<file path="config.mk">
export PLATFORM = sky130hd
export DESIGN_NAME = mux_rr_arbiter
export DESIGN_NICKNAME = d
export VERILOG_FILES = /design/src/rtl/mux_rr_arbiter.sv
export SDC_FILE = /design/constraint.sdc
export NUM_CORES = 1
export LEC_CHECK = 0
export BUFFER_PORTS_ARGS = -buffer_cell sky130_fd_sc_hd__clkbuf_2
export CAP_MARGIN = 40
export CORE_MARGIN = 1
export CORE_UTILIZATION = 30
export CTS_CLUSTER_SIZE = 24
export DETAILED_ROUTE_END_ITERATION = 8
export GPL_TIMING_DRIVEN = 1
export MAX_ROUTING_LAYER = met4
export PLACE_DENSITY_LB_ADDON = 0.1
export SLEW_MARGIN = 15
export SYNTH_ARGS = -nofsm -noshare
export SYNTH_HDL_FRONTEND = slang
export SYNTH_SLANG_ARGS = --single-unit
</file>
<file path="constraint.sdc">
create_clock -name i_clk -period 1.63 [get_ports i_clk]
set_input_delay 0.0815 -clock i_clk [delete_from_list [all_inputs] [get_ports i_clk]]
set_output_delay 0.0815 -clock i_clk [all_outputs]
set_load 0.02 [all_outputs]
</file>
<file path="src/rtl/mux_rr_arbiter.sv">
// Round-robin arbiter sharing one 4:1 datapath mux between four requesters; grant/select/busy registered.
// Latency: request sampled at edge t appears as grant after edge t (1 cycle); owner hand-off has no idle bubble.
// Backpressure: requests are level-held; a requester waits until the owner releases (or is preempted when
//               ARB_HOLD_LIMIT_EN is defined and the owner has held for MAX_HOLD cycles while others wait).
//
// Ports:
//   i_clk       system clock, rising-edge
//   i_reset     synchronous active-high reset
//   i_req[3:0]  level request vector
//   o_grant     one-hot grant, zero when idle
//   o_select    binary index of the granted requester (mux select)
//   o_busy      grant active
//   o_hold_cnt  cycles the current owner has held the grant minus 1, saturating; 0 when idle
//
// Optional feature macro: ARB_HOLD_LIMIT_EN (hold-limit preemption using MAX_HOLD).

module mux_rr_arbiter #(
    parameter int MAX_HOLD = 8,
    parameter int HOLD_W   = 4
) (
    input  logic              i_clk,
    input  logic              i_reset,
    input  logic [3:0]        i_req,
    output logic [3:0]        o_grant,
    output logic [1:0]        o_select,
    output logic              o_busy,
    output logic [HOLD_W-1:0] o_hold_cnt
);

    // Reject parameter sets where the hold counter cannot represent the limit.
    if (MAX_HOLD < 1 || MAX_HOLD > 15 || (1 << HOLD_W) <= MAX_HOLD) begin : g_bad_param
        $error("mux_rr_arbiter: illegal MAX_HOLD/HOLD_W combination");
    end

    typedef enum logic {
        S_IDLE  = 1'b0,
        S_GRANT = 1'b1
    } state_t;

    state_t            r_state;
    logic [1:0]        r_last;
    logic [3:0]        r_grant;
    logic [1:0]        r_select;
    logic              r_busy;
    logic [HOLD_W-1:0] r_hold_cnt;

    // Returns {found, index}: first set bit of req searching upward (mod 4)
    // from last+1. Iterating from the far end down lets the nearest hit win.
    function automatic logic [2:0] rr_pick(input logic [3:0] req, input logic [1:0] last);
        logic [2:0] res;
        logic [1:0] idx;
        res = 3'b000;
        for (int k = 4; k >= 1; k--) begin
            idx = last + 2'(k);
            if (req[idx]) begin
                res = {1'b1, idx};
            end
        end
        return res;
    endfunction

    logic [2:0] w_pick_idle;
    logic [2:0] w_pick_next;
    logic       w_owner_req;
    logic       w_preempt;

    // From IDLE the search starts after the remembered last owner; from GRANT
    // the current owner becomes the last owner, so it gets lowest priority.
    assign w_pick_idle = rr_pick(i_req, r_last);
    assign w_pick_next = rr_pick(i_req, r_select);
    assign w_owner_req = i_req[r_select];

`ifdef ARB_HOLD_LIMIT_EN
    logic w_others;
    assign w_others  = |(i_req & ~r_grant);
    assign w_preempt = (r_hold_cnt == HOLD_W'(MAX_HOLD - 1)) && w_others;
`else
    assign w_preempt = 1'b0;
`endif

    always_ff @(posedge i_clk) begin
        if (i_reset) begin
            r_state    <= S_IDLE;
            r_last     <= 2'd3;
            r_grant    <= 4'b0000;
            r_select   <= 2'b00;
            r_busy     <= 1'b0;
            r_hold_cnt <= '0;
        end else begin
            case (r_state)
                S_IDLE: begin
                    if (w_pick_idle[2]) begin
                        r_state    <= S_GRANT;
                        r_grant    <= 4'b0001 << w_pick_idle[1:0];
                        r_select   <= w_pick_idle[1:0];
                        r_busy     <= 1'b1;
                        r_hold_cnt <= '0;
                    end
                end
                S_GRANT: begin
                    if (!w_owner_req || w_preempt) begin
                        r_last <= r_select;
                        if (w_pick_next[2]) begin
                            // Direct hand-off on the same edge, no idle bubble.
                            r_grant    <= 4'b0001 << w_pick_next[1:0];
                            r_select   <= w_pick_next[1:0];
                            r_hold_cnt <= '0;
                        end else begin
                            // select keeps its last value while idle.
                            r_state    <= S_IDLE;
                            r_grant    <= 4'b0000;
                            r_busy     <= 1'b0;
                            r_hold_cnt <= '0;
                        end
                    end else if (r_hold_cnt != '1) begin
                        r_hold_cnt <= r_hold_cnt + 1'b1;
                    end
                end
                default: begin
                    r_state <= S_IDLE;
                end
            endcase
        end
    end

    assign o_grant    = r_grant;
    assign o_select   = r_select;
    assign o_busy     = r_busy;
    assign o_hold_cnt = r_hold_cnt;

endmodule

</file>
* After elaboration in Yosys (flattened, before gate mapping)
Index checks and enable logic that the tools add are counted.
** Cells by class
- $add $sub $neg :: 7
- Magnitude comparators :: 8
- Equal/unequal tests :: 6
- Shift operators :: 2
- Multiplexer cells :: 44
- Bitwise logic cells :: 2
- Reduce and logical (&&, ||, !) cells :: 5
** Operator list (number)
- 2-bit by 3-bit less-than comparator with 1-bit output, second input constant :: 8
- 3-bit 2-to-1 mux :: 8
- 4-bit 2-to-1 mux :: 6
- 1-bit binary-select mux with 2-bit select :: 8
- 4-bit one-hot mux with 2 select lines :: 2
- 1-bit 2-to-1 mux :: 14
- 2-bit adder, second input constant :: 4
- 1-bit by 2-bit << shifter with 4-bit output, first input constant :: 2
- 2-bit 2-to-1 mux :: 3
- 2-bit inequality test, second input constant :: 3
- 2-bit AND reduction :: 3
- 3-bit AND reduction :: 2
- 2-bit by 1-bit adder with 2-bit output, second input constant :: 2
- 4-bit by 1-bit adder with 4-bit output, second input constant :: 1
- 4-bit inequality test, second input constant :: 1
- 1-bit one-hot mux with 2 select lines :: 2
- 2-bit one-hot mux with 2 select lines :: 1
- 3-bit by 2-bit inequality test with 1-bit output, second input constant :: 1
- 2-bit by 1-bit inequality test with 1-bit output, second input constant :: 1
- 1-bit inverter :: 2
** Storage, ports and cells
- Register bits :: 14
- Word-level logic and storage cells :: 80

* Longest topological paths before layout
- Depth after elaboration :: 10
- Mapped depth :: 6

* Worst setup path after synthesis
No wires, ideal clock.
- Path type :: register to register
- Start :: register r_select[0], in the netlist o_select[0]
- End :: register r_grant[0], in the netlist o_grant[0]
- Library setup time :: 0.119 ns
- Data arrival time :: 1.743 ns
- Path slack :: -0.232 ns
- Stages on the path, launching flop included :: 7
- Period minus slack after synthesis :: 1.862 ns
- Path through :: dfxtp_1 -> buf_6 -> mux4_2 -> and2_4 -> a21oi_4 -> o21ai_1 -> o221a_1
** On the way
- Word-level cells in the longest chain between the ends :: 10
- Elaborated cells between the ends (all ways) :: 21
- Those cells by class :: add/sub (3); eq/ne (1); shift (1); mux (15); reduce/logical (1)
** RTL lines
- start, declared :: RTL line 43 : logic [1:0] r_select;
- start signal, assigned :: RTL line 95 : r_select <= w_pick_idle[1:0];
- start signal, assigned :: RTL line 106 : r_select <= w_pick_next[1:0];
- 2-bit adder / 1-bit binary-select mux with 2-bit select (equally long branches) :: RTL line 54, 55, 71
- 1-bit binary-select mux with 2-bit select / 1-bit 2-to-1 mux (equally long branches) :: RTL line 55, 71
- 1-bit 2-to-1 mux (not written as such) / 3-bit 2-to-1 mux (equally long branches) :: RTL line 55 : if (req[idx]) begin
- 3-bit 2-to-1 mux (3 in series) :: RTL line 55
- 1-bit by 2-bit << shifter with 4-bit output :: RTL line 105 : r_grant <= 4'b0001 << w_pick_next[1:0];
- 4-bit 2-to-1 mux :: RTL line 103 : if (w_pick_next[2]) begin
- 4-bit 2-to-1 mux :: RTL line 101 : if (!w_owner_req || w_preempt) begin
- 4-bit one-hot mux with 2 select lines :: RTL line 90 : case (r_state)
- end signal, assigned :: RTL line 94 : r_grant <= 4'b0001 << w_pick_idle[1:0];
- end signal, assigned :: RTL line 105
- end, declared :: RTL line 42 : logic [3:0] r_grant;
Several ways; a longest one is shown, not always the timed one. The select of a mux whose other input is x is not followed.
A chain may end at the register's enable or synchronous reset.

* Final worst setup path
Same ends and word-level chain as after synthesis.

==> results_dict.tcl <==
set metrics [dict create \
    rsz0062_at_grt "true" \
    yosysTopAreaCell "dfxtp_1" \
    nFillCells 304 \
    area_growth_pct 24.13 \
    antenna_left 0 \
    numCtsBuffers 3 \
    p_leak_nw 0.4920 \
    drc 1 \
    cts_sinks 14 \
    viasPerCell 5.451 \
    cp_data_required_time_ns 1.82 \
    synth-edff-count 0 \
    grtUsageTotal 0.1720 \
    post-route-period-util 1.001 \
    rows 19 \
    ir_worst_vdd_mv 0.2807 \
    hold_path.startpoint "i_reset" \
    worstReg2RegStart "o_select[0]" \
    htree_levels 1 \
    core_area_um2 2853 \
    grt_max_degree 13 \
    critPathBufInv 0 \
    cts_tree "done" \
    fin_ws_ns -0.002039 \
    whs_endpoint "o_select[1]" \
    async_flop_share 0 \
    seq_power_share 0.423 \
    tightestPinTransition_ns 0.2804 \
    drt-initial-drc-count 29 \
    crit_family "multiplexers" \
    postSynthCellCount 116 \
    critPathMaxStageDelay_ns 0.52 \
    rr_endpoint "o_grant[0]" \
    gp_congestion 0.8786 \
    synth-seq-cells 14 \
    intPower_w 0.0006285 \
    pwr-share-clk 0.221 \
    setup_viol 1 \
    violations "DRC, setup timing" \
    routed_wl_mm 2.487 \
    fin_skew_ns 0.01380 \
    io_buffers 16 \
    setup_tns_ns -0.002039 \
    p_switching_w 0.0003272 \
    hold_path.class "in2reg" \
    grt_pass1_wl_mm 4.236 \
    synthesis.area_um2 933.4 \
    min_period_ns 1.632 \
    seq_area_frac_synth 0.3003 \
    final_nets 150 \
    initial_core_util 0.3272 \
    relSlewSlack 0.8131 \
    worstPathCellList "mux4_2 -> and2_4 -> a21oi_4 -> o21ai_1 -> o221a_1" \
    clock-root-buffer "clkbuf_4" \
    utilization 0.4061 \
    switching_share 0.3424 \
    grt_overflow 0 \
    cp_max_fo 6 \
    pwr-share-comb 0.355 \
    synthTopCellsByCount "14 x dfxtp_1, 13 x nor2_1, 10 x nand2_1" \
    synth.distinct_cells 42 \
    drive_gt1_frac 0.2887 \
    cp.arrival_ns 1.82 \
    antenna_found_initial 0 \
    grt_pass1_vias 924 \
    power.density_nw_per_um2 824.9 \
    synth_area_leaders "dfxtp_1 30%, nor2_1 5.2%, a21oi_1 4.3%" \
    post_drt_wl_per_cell_um 14.38 \
    status "finished with violations" \
    slew_violations 0 \
    ff2ff_path_depth 5 \
    die_area_um2 3339 \
    vias 943 \
    ioPinCount 17 \
    timing.final.hold_violations 0 \
    critPathSlowestCell "mux4_2" \
    yosysWarnings 0 \
    cts_buffer_depth 2 \
    start_kind "flop" \
    clk-insertion-delay-late_ns 0.28 \
    reg2reg_slack_ns -0.002 \
    fmax_mhz 612.7 \
    synth_most_common_cell "dfxtp_1" \
    maxCapViolations 0 \
    ys.flop_type "dfxtp_1" \
    drt_pass1_iterations 6 \
    end_kind "flop" \
    syn_nets 123 \
    fp.dieW_um 57.78 \
    path_clk_slew_ns 0.10 \
    dieHeight_um 57.78 \
    min_path_cells 2 \
    syn_area_per_cell_um2 8.047 \
    worst-setup-path-type "reg2reg" \
    hpwl_mm 1.925 \
    p_total_w 0.0009557 \
    n_antenna_cell 0 \
    yosysTopAreaCellShare 0.3003 \
]
[state kept, by name, summed over array words and instances (netlist names)]
signal	flops
o_hold_cnt	4
r_state	1
o_grant	4
o_select	2
o_busy	1
r_last	2
[cells by family after synthesis]
logic type | count (synthesis) | synth area share
AO/OA/AOI/OAI | 34 | 0.2641
adder cells (fa/ha/maj) | 1 | 0.01340
buffers and inverters | 12 | 0.06032
flip-flops | 14 | 0.3003
multiplexers | 5 | 0.06970
AND/OR/NAND/NOR | 50 | 0.2922
[layer usage]
metal,vias to the layer above,global-route usage,routed length (µm),share of wire
li1,481,-,-,-
met2,18,0.2674,1145,0.46
met4,0,0.07483,20,0.0080
met1,442,0.2176,1228,0.49
met3,2,0.03348,93,0.037
met5,-,-,0,0
[worst max path at each step]
stage                     slack, ns  depth (start not counted)    endpoint        start
final                        -0.002                          5  o_grant[0]  o_select[0]
after global routing          -0.06                          5  o_grant[3]  o_select[0]
after CTS                     0.002                          5  o_grant[0]  o_select[0]
after detailed placement     -0.006                          5  o_grant[0]  o_select[0]
after global placement         0.04                          5  o_grant[0]  o_select[0]
after floorplan               -0.09                          6  o_grant[0]  o_select[0]
[timing repair]
action,in CTS,in global routing
gates resized for setup,0,3
gates cloned,0,0
pin swaps,0,2
endpoints found under the setup margin,2,6
buffers inserted,1,0
hold buffers,0,0
[layout by cell type (no fill, tap or decap), types with 3 or more instances in the layout]
master and n:
a21oi_1 8, buf_4 11, clkbuf_2 16, clkbuf_4 3, dfxtp_1 13, inv_1 6, nand2_1 10, nand2b_1 5
nand3_1 6, nor2_1 12, o211ai_1 4, o21ai_0 3
[power by group through the flow]
stage                     clock [W]  combinational [W]  sequential (W)
after global placement            0           0.000332        0.000411
after global routing       0.000238           0.000374        0.000408
after detailed placement          0           0.000332        0.000412
final                      0.000212           0.000340        0.000405
after floorplan                   0           0.000197        0.000431
after CTS                  0.000220           0.000338        0.000404
[per-stage QoR]
stage	instance area [µm²]	setup WS [ns]	cells	hold slack [ns]
3_5_place_dp	1117	-0.005854	168	0.4563
6_report	1159	-0.002039	173	0.1569
5_1_grt	1159	-0.05763	173	0.1435
2_1_floorplan	937.1	-0.08642	116	0.2295
4_1_cts	1151	0.002179	173	0.1540
3_3_place_gp	1117	0.03956	168	0.4659
[worst reg2reg max path, stage by stage, from the launching register on]
cell     delay (ns)
dfxtp_4        0.38
mux4_2         0.52
and2_4         0.17
a21oi_4        0.18
o21ai_1        0.09
o221a_1        0.20
[final cells by class]
cell class / instances / area (µm²) / area share
clock buffers: 4 / 26.28 / 0.02268
inverters: 6 / 22.52 / 0.01944
multi-input cells: 90 / 604.3 / 0.5216
flip-flops and latches: 14 / 284.0 / 0.2451
well taps: 31 / 38.79 / 0.03348
repair buffers: 28 / 182.7 / 0.1577
Power figures use the tool's default switching activity.
